### src/rtl/pixel_write_arbiter.sv
// Merges two pixel write streams into one VGA write port. Each source has its own
// FIFO; the shared port is granted round-robin, one pixel per cycle. Off-screen
// pixels are dropped, and a pixel lost to a full FIFO sets a sticky overflow flag.
module pixel_write_arbiter #(
    parameter int unsigned DEPTH    = 16,
    parameter int unsigned SCREEN_W = 160,
    parameter int unsigned SCREEN_H = 120
) (
    input  logic       clock,
    input  logic       reset_n,
    input  logic [7:0] a_x,
    input  logic [6:0] a_y,
    input  logic [2:0] a_colour,
    input  logic       a_plot,
    input  logic [7:0] b_x,
    input  logic [6:0] b_y,
    input  logic [2:0] b_colour,
    input  logic       b_plot,
    output logic [7:0] vga_x,
    output logic [6:0] vga_y,
    output logic [2:0] vga_colour,
    output logic       vga_plot,
    output logic       ovf_a,
    output logic       ovf_b,
    output logic       busy
);

    localparam int unsigned PTR_W = $clog2(DEPTH);
    localparam int unsigned CNT_W = PTR_W + 1;

    typedef enum logic {GrantA, GrantB} grant_e;

    logic [17:0]      mem_a [DEPTH];
    logic [17:0]      mem_b [DEPTH];
    logic [PTR_W-1:0] wr_a_q, rd_a_q, wr_b_q, rd_b_q;
    logic [CNT_W-1:0] cnt_a_q, cnt_a_d, cnt_b_q, cnt_b_d;
    grant_e           last_q, last_d;

    logic on_a, on_b, full_a, full_b;
    logic push_a, push_b, pop_a, pop_b;
    logic lost_a, lost_b;
    logic [17:0] head;

    // Push qualification, arbitration and FIFO occupancy for the coming edge.
    always_comb begin
        on_a   = a_plot && (32'(a_x) < SCREEN_W) && (32'(a_y) < SCREEN_H);
        on_b   = b_plot && (32'(b_x) < SCREEN_W) && (32'(b_y) < SCREEN_H);
        full_a = (cnt_a_q == CNT_W'(DEPTH));
        full_b = (cnt_b_q == CNT_W'(DEPTH));

        // Eligibility is pre-edge occupancy, so a same-cycle push is never bypassed.
        pop_a  = (cnt_a_q != '0) && ((cnt_b_q == '0) || (last_q == GrantB));
        pop_b  = (cnt_b_q != '0) && !pop_a;

        // A full FIFO still accepts when its head leaves on the same edge.
        push_a = on_a && (!full_a || pop_a);
        push_b = on_b && (!full_b || pop_b);
        lost_a = on_a && !push_a;
        lost_b = on_b && !push_b;

        cnt_a_d = cnt_a_q + CNT_W'(push_a) - CNT_W'(pop_a);
        cnt_b_d = cnt_b_q + CNT_W'(push_b) - CNT_W'(pop_b);

        last_d = last_q;
        head   = mem_b[rd_b_q];
        if (pop_a) begin
            last_d = GrantA;
            head   = mem_a[rd_a_q];
        end else if (pop_b) begin
            last_d = GrantB;
        end
    end

    // FIFO storage; contents need no reset because the counts gate every read.
    always_ff @(posedge clock) begin
        if (push_a) mem_a[wr_a_q] <= {a_x, a_y, a_colour};
        if (push_b) mem_b[wr_b_q] <= {b_x, b_y, b_colour};
    end

    // Pointers, counts, grant history, sticky flags and registered VGA outputs.
    always_ff @(posedge clock) begin
        if (!reset_n) begin
            wr_a_q     <= '0;
            rd_a_q     <= '0;
            wr_b_q     <= '0;
            rd_b_q     <= '0;
            cnt_a_q    <= '0;
            cnt_b_q    <= '0;
            last_q     <= GrantB;
            vga_x      <= '0;
            vga_y      <= '0;
            vga_colour <= '0;
            vga_plot   <= 1'b0;
            ovf_a      <= 1'b0;
            ovf_b      <= 1'b0;
            busy       <= 1'b0;
        end else begin
            if (push_a) wr_a_q <= wr_a_q + 1'b1;
            if (pop_a)  rd_a_q <= rd_a_q + 1'b1;
            if (push_b) wr_b_q <= wr_b_q + 1'b1;
            if (pop_b)  rd_b_q <= rd_b_q + 1'b1;
            cnt_a_q <= cnt_a_d;
            cnt_b_q <= cnt_b_d;
            last_q  <= last_d;
            if (lost_a) ovf_a <= 1'b1;
            if (lost_b) ovf_b <= 1'b1;
            vga_plot <= pop_a || pop_b;
            if (pop_a || pop_b) begin
                vga_x      <= head[17:10];
                vga_y      <= head[9:3];
                vga_colour <= head[2:0];
            end
            busy <= (cnt_a_d != '0) || (cnt_b_d != '0) || pop_a || pop_b;
        end
    end

endmodule
### config.mk
export PLATFORM = sky130hd
export DESIGN_NAME = pixel_write_arbiter
export DESIGN_NICKNAME = d
export VERILOG_FILES = /design/src/rtl/pixel_write_arbiter.sv
export SDC_FILE = /design/constraint.sdc
export NUM_CORES = 1
export LEC_CHECK = 0
export BUFFER_PORTS_ARGS = -buffer_cell sky130_fd_sc_hd__buf_2
export CAP_MARGIN = 20
export CORE_MARGIN = 4
export CORE_UTILIZATION = 55
export DETAILED_ROUTE_END_ITERATION = 8
export PLACE_DENSITY = 0.84
export REMOVE_ABC_BUFFERS = 1
export SYNTH_ARGS = -nofsm -noshare
export SYNTH_HDL_FRONTEND = slang
export SYNTH_SLANG_ARGS = --single-unit
export TNS_END_PERCENT = 1
### constraint.sdc
create_clock -name clock -period 3.2 [get_ports clock]
set_input_delay 0.32 -clock clock [delete_from_list [all_inputs] [get_ports clock]]
set_output_delay 0.32 -clock clock [all_outputs]
set_load 0.05 [all_outputs]
### Yosys cells after proc, flatten, opt, wreduce, memory -nomap -nowiden

Memories as Yosys holds them, arrays and structs flattened. A register that Yosys moved wholly into a read port is not among the register bits.
Cells that the tools add are included.

* magnitude comparators: 4
* equal/unequal tests: 2
* reductions and logical operators: 28
* add/subtract/negate cells: 8
* multiplexer cells: 11

Operators by type and width (number)
* nonzero test 5 bit: 4
* two-way mux 18 bit: 1
* adder 4 x 1 -> 4 bit (second input constant): 4
* < comparator 8 bit (second input constant): 2
* two-way mux 4 bit: 4
* < comparator 7 bit (second input constant): 2
* adder 5 x 1 -> 5 bit: 2
* == test 5 bit (second input constant): 2
* logical AND 1 bit: 10
* subtractor 5 x 1 -> 5 bit: 2
* logical OR 1 bit: 7
* two-way mux 1 bit: 6
* logical NOT 1 bit: 5
* logical NOT 5 bit: 1
* nonzero test 2 bit: 1

* word-level logic and storage cells: 69
* memories kept: 2
* memory bits (writable): 576
* output and inout bits: 22
* register bits: 49
* bits of input ports: 40

Memory list
* mem_a: depth 16, width 18, read ports 1, clocked after memory_dff 1, wr ports 1, line 33 `logic [17:0] mem_a [DEPTH];`
* mem_b: depth 16, width 18, read ports 1, clocked after memory_dff 1, wr ports 1, line 34 `logic [17:0] mem_b [DEPTH];`

### Longest topological paths before layout

* depth after elaboration: 13
* depth in mapped cells: 15
* depth with buffers taken out: 15

### Least setup slack after synthesis

Ideal clock, no wire load.

* path type: reg2reg
* start: reg cnt_b_q[3]
* end: mem mem_a[0][0] (enable)
* arrival: 2.923 ns
* clock period less this slack: 3.338 ns
* library setup time: 0.416 ns
* data required time: 2.784 ns
* setup slack: -0.138 ns
* buffers on the path: 0
* stages on the path, launching flop included: 8
* cell sequence: dfxtp_1 -> inv_1 -> ha_1 -> nor4b_1 -> nor3_1 -> nor2_1 -> nand2_1 -> nor3_1

* longest elaborated chain between the ends: 7

Ends and longest elaborated chain
* from (decl): line 36 `logic [CNT_W-1:0] cnt_a_q, cnt_a_d, cnt_b_q, cnt_b_d;`
* from (signal assigned): line 103 `cnt_b_q <= cnt_b_d;`
* logical NOT 5 bit: line 52 `pop_a = (cnt_a_q != '0) && ((cnt_b_q == '0) || (last_q == GrantB));`
* logical OR 1 bit: line 52
* logical AND 1 bit: line 52
* logical OR 1 bit: line 56 `push_a = on_a && (!full_a || pop_a);`
* logical AND 1 bit: line 56
* two-way mux 1 bit: line 76 `if (push_a) mem_a[wr_a_q] <= {a_x, a_y, a_colour};`
* two-way mux 1 bit (not written as such): line 76
* to (decl): line 33

Every way passes these cells.

### Worst setup path in the final report

* start: reg cnt_a_q[3]
* end: reg busy

* longest elaborated chain between the ends: 12
* elaborated cells between the ends (all ways): 19
* those cells by class: add/sub (4); eq/ne (1); reduce/logical (14)

Ends and longest elaborated chain
* from (decl): line 36
* from (signal assigned): line 102 `cnt_a_q <= cnt_a_d;`
* nonzero test 5 bit: line 52
* logical AND 1 bit: line 52
* logical NOT 1 bit: line 53 `pop_b = (cnt_b_q != '0) && !pop_a;`
* logical AND 1 bit: line 53
* logical OR 1 bit: line 57 `push_b = on_b && (!full_b || pop_b);`
* logical AND 1 bit: line 57
* adder 5 x 1 -> 5 bit: line 62 `cnt_b_d = cnt_b_q + CNT_W'(push_b) - CNT_W'(pop_b);`
* subtractor 5 x 1 -> 5 bit: line 62
* nonzero test 5 bit: line 113 `busy <= (cnt_a_d != '0) || (cnt_b_d != '0) || pop_a || pop_b;`
* logical OR 1 bit (2 in series): line 113
* logical OR 1 bit (*): line 113
* to (signal assigned): line 113
* to (decl): line 25 `output logic busy`

Every way passes the cells marked *; elsewhere a longest branch is shown, timed or not.
A chain may end at the register's enable or synchronous reset.

==> metrics.yaml <==
outcome:
  status: "finished, final reports clean"
die:
  fp.dieW_microns: 219
  pin_count: 62
  core_area_sq_um: 44200
  dieArea_sq_um: 48200
  rows: 77
  initial_utilization: 0.556
  die_h_microns: 219
finish:
  drive_gt1_frac: 0.340
  area_delta_synth_final_pct: 14.8
  finalCoreUtilization: 0.639
  nets: 1392
synthesis:
  ys_warn_count: 0
  synth_cell_types: 44
  synth.most_common_cell: "edfxtp_1"
  yosysSeqAreaShare: 0.749
  synth_top_area_share: 0.703
  ys_dominant_reg_cell: "edfxtp_1"
  synth.avg_cell_area_sq_um: 20.7
  synth_area_leader_cell: "edfxtp_1"
  yosys-top-cells-area: "edfxtp_1 70%, mux4_2 13%, dfxtp_1 4.6%"
  yosys_register_bits: 633
  async_flop_share: 0
  synth-edff-count: 576
  ys_top_cells_by_count: "576 x edfxtp_1, 146 x mux4_2, 57 x dfxtp_1, 50 x mux2_2, 45 x nand2_1"
  synthesis.area_sq_um: 24600
  syn_inst: 1190
route:
  met1_length_microns: 20900
  drc: 0
  first_iter_violations: 1479
  dr_total_vias: 12258
  wirelength_microns: 54400
  top_layer_used: "met5"
  wire_per_inst_microns: 27.6
  firstDrtPassIters: 5
  via_per_inst: 6.23
  drtAntennaViolNets: 0
  met3_length_microns: 5310
  wl_met2_microns: 26400
worst_setup_path:
  worstPathCellList: "inv_1 > ha_1 > or4b_1 > buf_4 > a21oi_4 > nand2b_1 > o21ai_1 > ha_2 > inv_1 > fa_2 > nand2b_1 > a21oi_2 > o21ai_1 > a211oi_2 > o211ai_1"
  crit_path_max_incr_delay_ps: 460
  cp-start-kind: "flop"
  crit_slowest_cell: "or4b_1"
  cp_max_fo: 4
  crit_arrival_ps: 3510
  path_class: "flop to flop"
  crit_path_end_kind: "flop"
  required_ps: 3680
  reg2reg_slack_ps: 170
global_route:
  grt_pass1_wl_microns: 81400
  grt.total_usage: 0.230
  grt_max_degree: 48
  grt_pass1_vias: 12936
  grt_overflow_total: 0
  antenna_found_initial: 3
sta:
  maxSlewHeadroom: 0.510
  max_freq_mhz: 330
  clock_skew_ps: 27.0
  rsz0062_at_grt: "false"
  finalCritPeriodShare: 0.948
  setup_violations: 0
  worstMarginPinSlew_ps: 735
  slew_viol_final: 0
  final_hold_viol_count: 0
  period_needed_ps: 3030
place:
  portBuffers: 61
  gp_congestion: 0.819
  place_hpwl_microns: 30500
cts:
  cts_max_level: 2
  clk_path_buf_depth: 3
  clock_latency_ps: 590
  cts_buffers: 59
  cts.sinks: 633
  clkTransAtPathRegs_ps: 70
  cts_tree: "built"
  root_buffer: "clkbuf_16"
job:
  cap_violations: 0
pwr:
  ir_drop_uv: 718
  power.density_nw_per_um2: 741
  power.total_uw: 20900
  power_leakage_uw: 0.00900
hold_path:
  min_path_type: "input port to flop"
[per-stage QoR]
step	std cells	area [sq um]	hold slack, ps	setup WS, ps	TNS, ps
global placement	1857	26100	456	116	0
detailed placement	1857	26100	459	55.9	0
floorplan	1128	24300	409	-1040	-26710
global route	1967	28200	42.6	7.40	0
CTS	1966	28200	14.1	43.5	0
finish	1968	28200	33.4	166	0
[cells by family (layout without fill, tap and decap cells)]
kind of cell,count (synthesis),count (layout),synth area share
compound gates,75,75,0.0232
xor+xnor,19,19,0.00676
fa+ha+maj,23,23,0.0123
buf+inv,82,267,0.0149
flops,633,633,0.749
mux,216,216,0.165
other cells,0,1,0
simple gates,142,142,0.0287
[state kept, by name, indices dropped and copies added (netlist names), 3 cells and up, named ones only]
name	count
mem_a	288
mem_b	288
vga_x	8
vga_y	7
cnt_a_q	5
cnt_b_q	5
rd_a_q	4
rd_b_q	4
wr_a_q	4
wr_b_q	4
vga_colour	3
[worst paths after layout]
check,to,startpoint,cells after the start
worst max-delay path,busy,cnt_a_q[3],15
worst min-delay path,last_q,reset_n,2
worst max register to register,busy,cnt_a_q[3],15
worst min register to register,ovf_a,ovf_a,2
[final cells by class]
type                    count  area, sq um
diodes                      1         2.50
clock buffers              74         1610
clock inverters            33          425
fillers                  2778        16000
inverters                  20         75.1
multi-input cells         475         5890
flip-flops and latches    633        18500
well taps                 592          741
repair buffers            140         1050
[report_power, final]
group / total, uW / switching (uW) / internal [uW]
clock: 7300 / 2930 / 4360
sequential: 9690 / 366 / 9320
combinational: 3940 / 2240 / 1690
[layout by cell type (no fill, tap or decap), drive strengths merged, types with 2 or more instances in the layout]
cell type	n
nor2	33
xnor2	12
nor4b	2
a21o	2
a22oi	18
mux2i	20
mux2	50
dfxtp	57
clkinvlp	4
clkbuf	74
edfxtp	576
nand3	6
mux4	146
and3	3
fa	2
o21ai	5
or4b	2
bufinv	10
nand2	45
nand4	5
o211ai	20
buf	138
and2	26
ha	21
a21oi	10
inv	21
a31oi	17
nor3b	2
xor2	7
clkinv	18
nor3	7
nand2b	5
dlygate4sd3	2
[timing repair]
| item | in CTS | in global routing |
|---|---|---|
| hold buffers | 2 | 0 |
| setup buffers | 0 | 1 |
| hold endpoints to repair | 2 | 0 |
| resized for setup | 0 | 10 |
| endpoints found under the setup margin | 0 | 1 |
[routing by layer]
layer  GRT usage  vias to the layer above
li1            -                     5124
met1       0.325                     6346
met2       0.367                      661
met3      0.0502                      123
met4      0.0720                        4
met5           0                        -
[critical path, delay by kind of cell, from the launching register on]
kind | cells | cell delay [ps]
flip-flops | 1 | 320
AO/OA/AOI/OAI | 6 | 830
AND/OR/NAND/NOR | 3 | 740
buffers and inverters | 3 | 320
adder cells (fa/ha/maj) | 3 | 740
(Power assumes the default switching activity.)
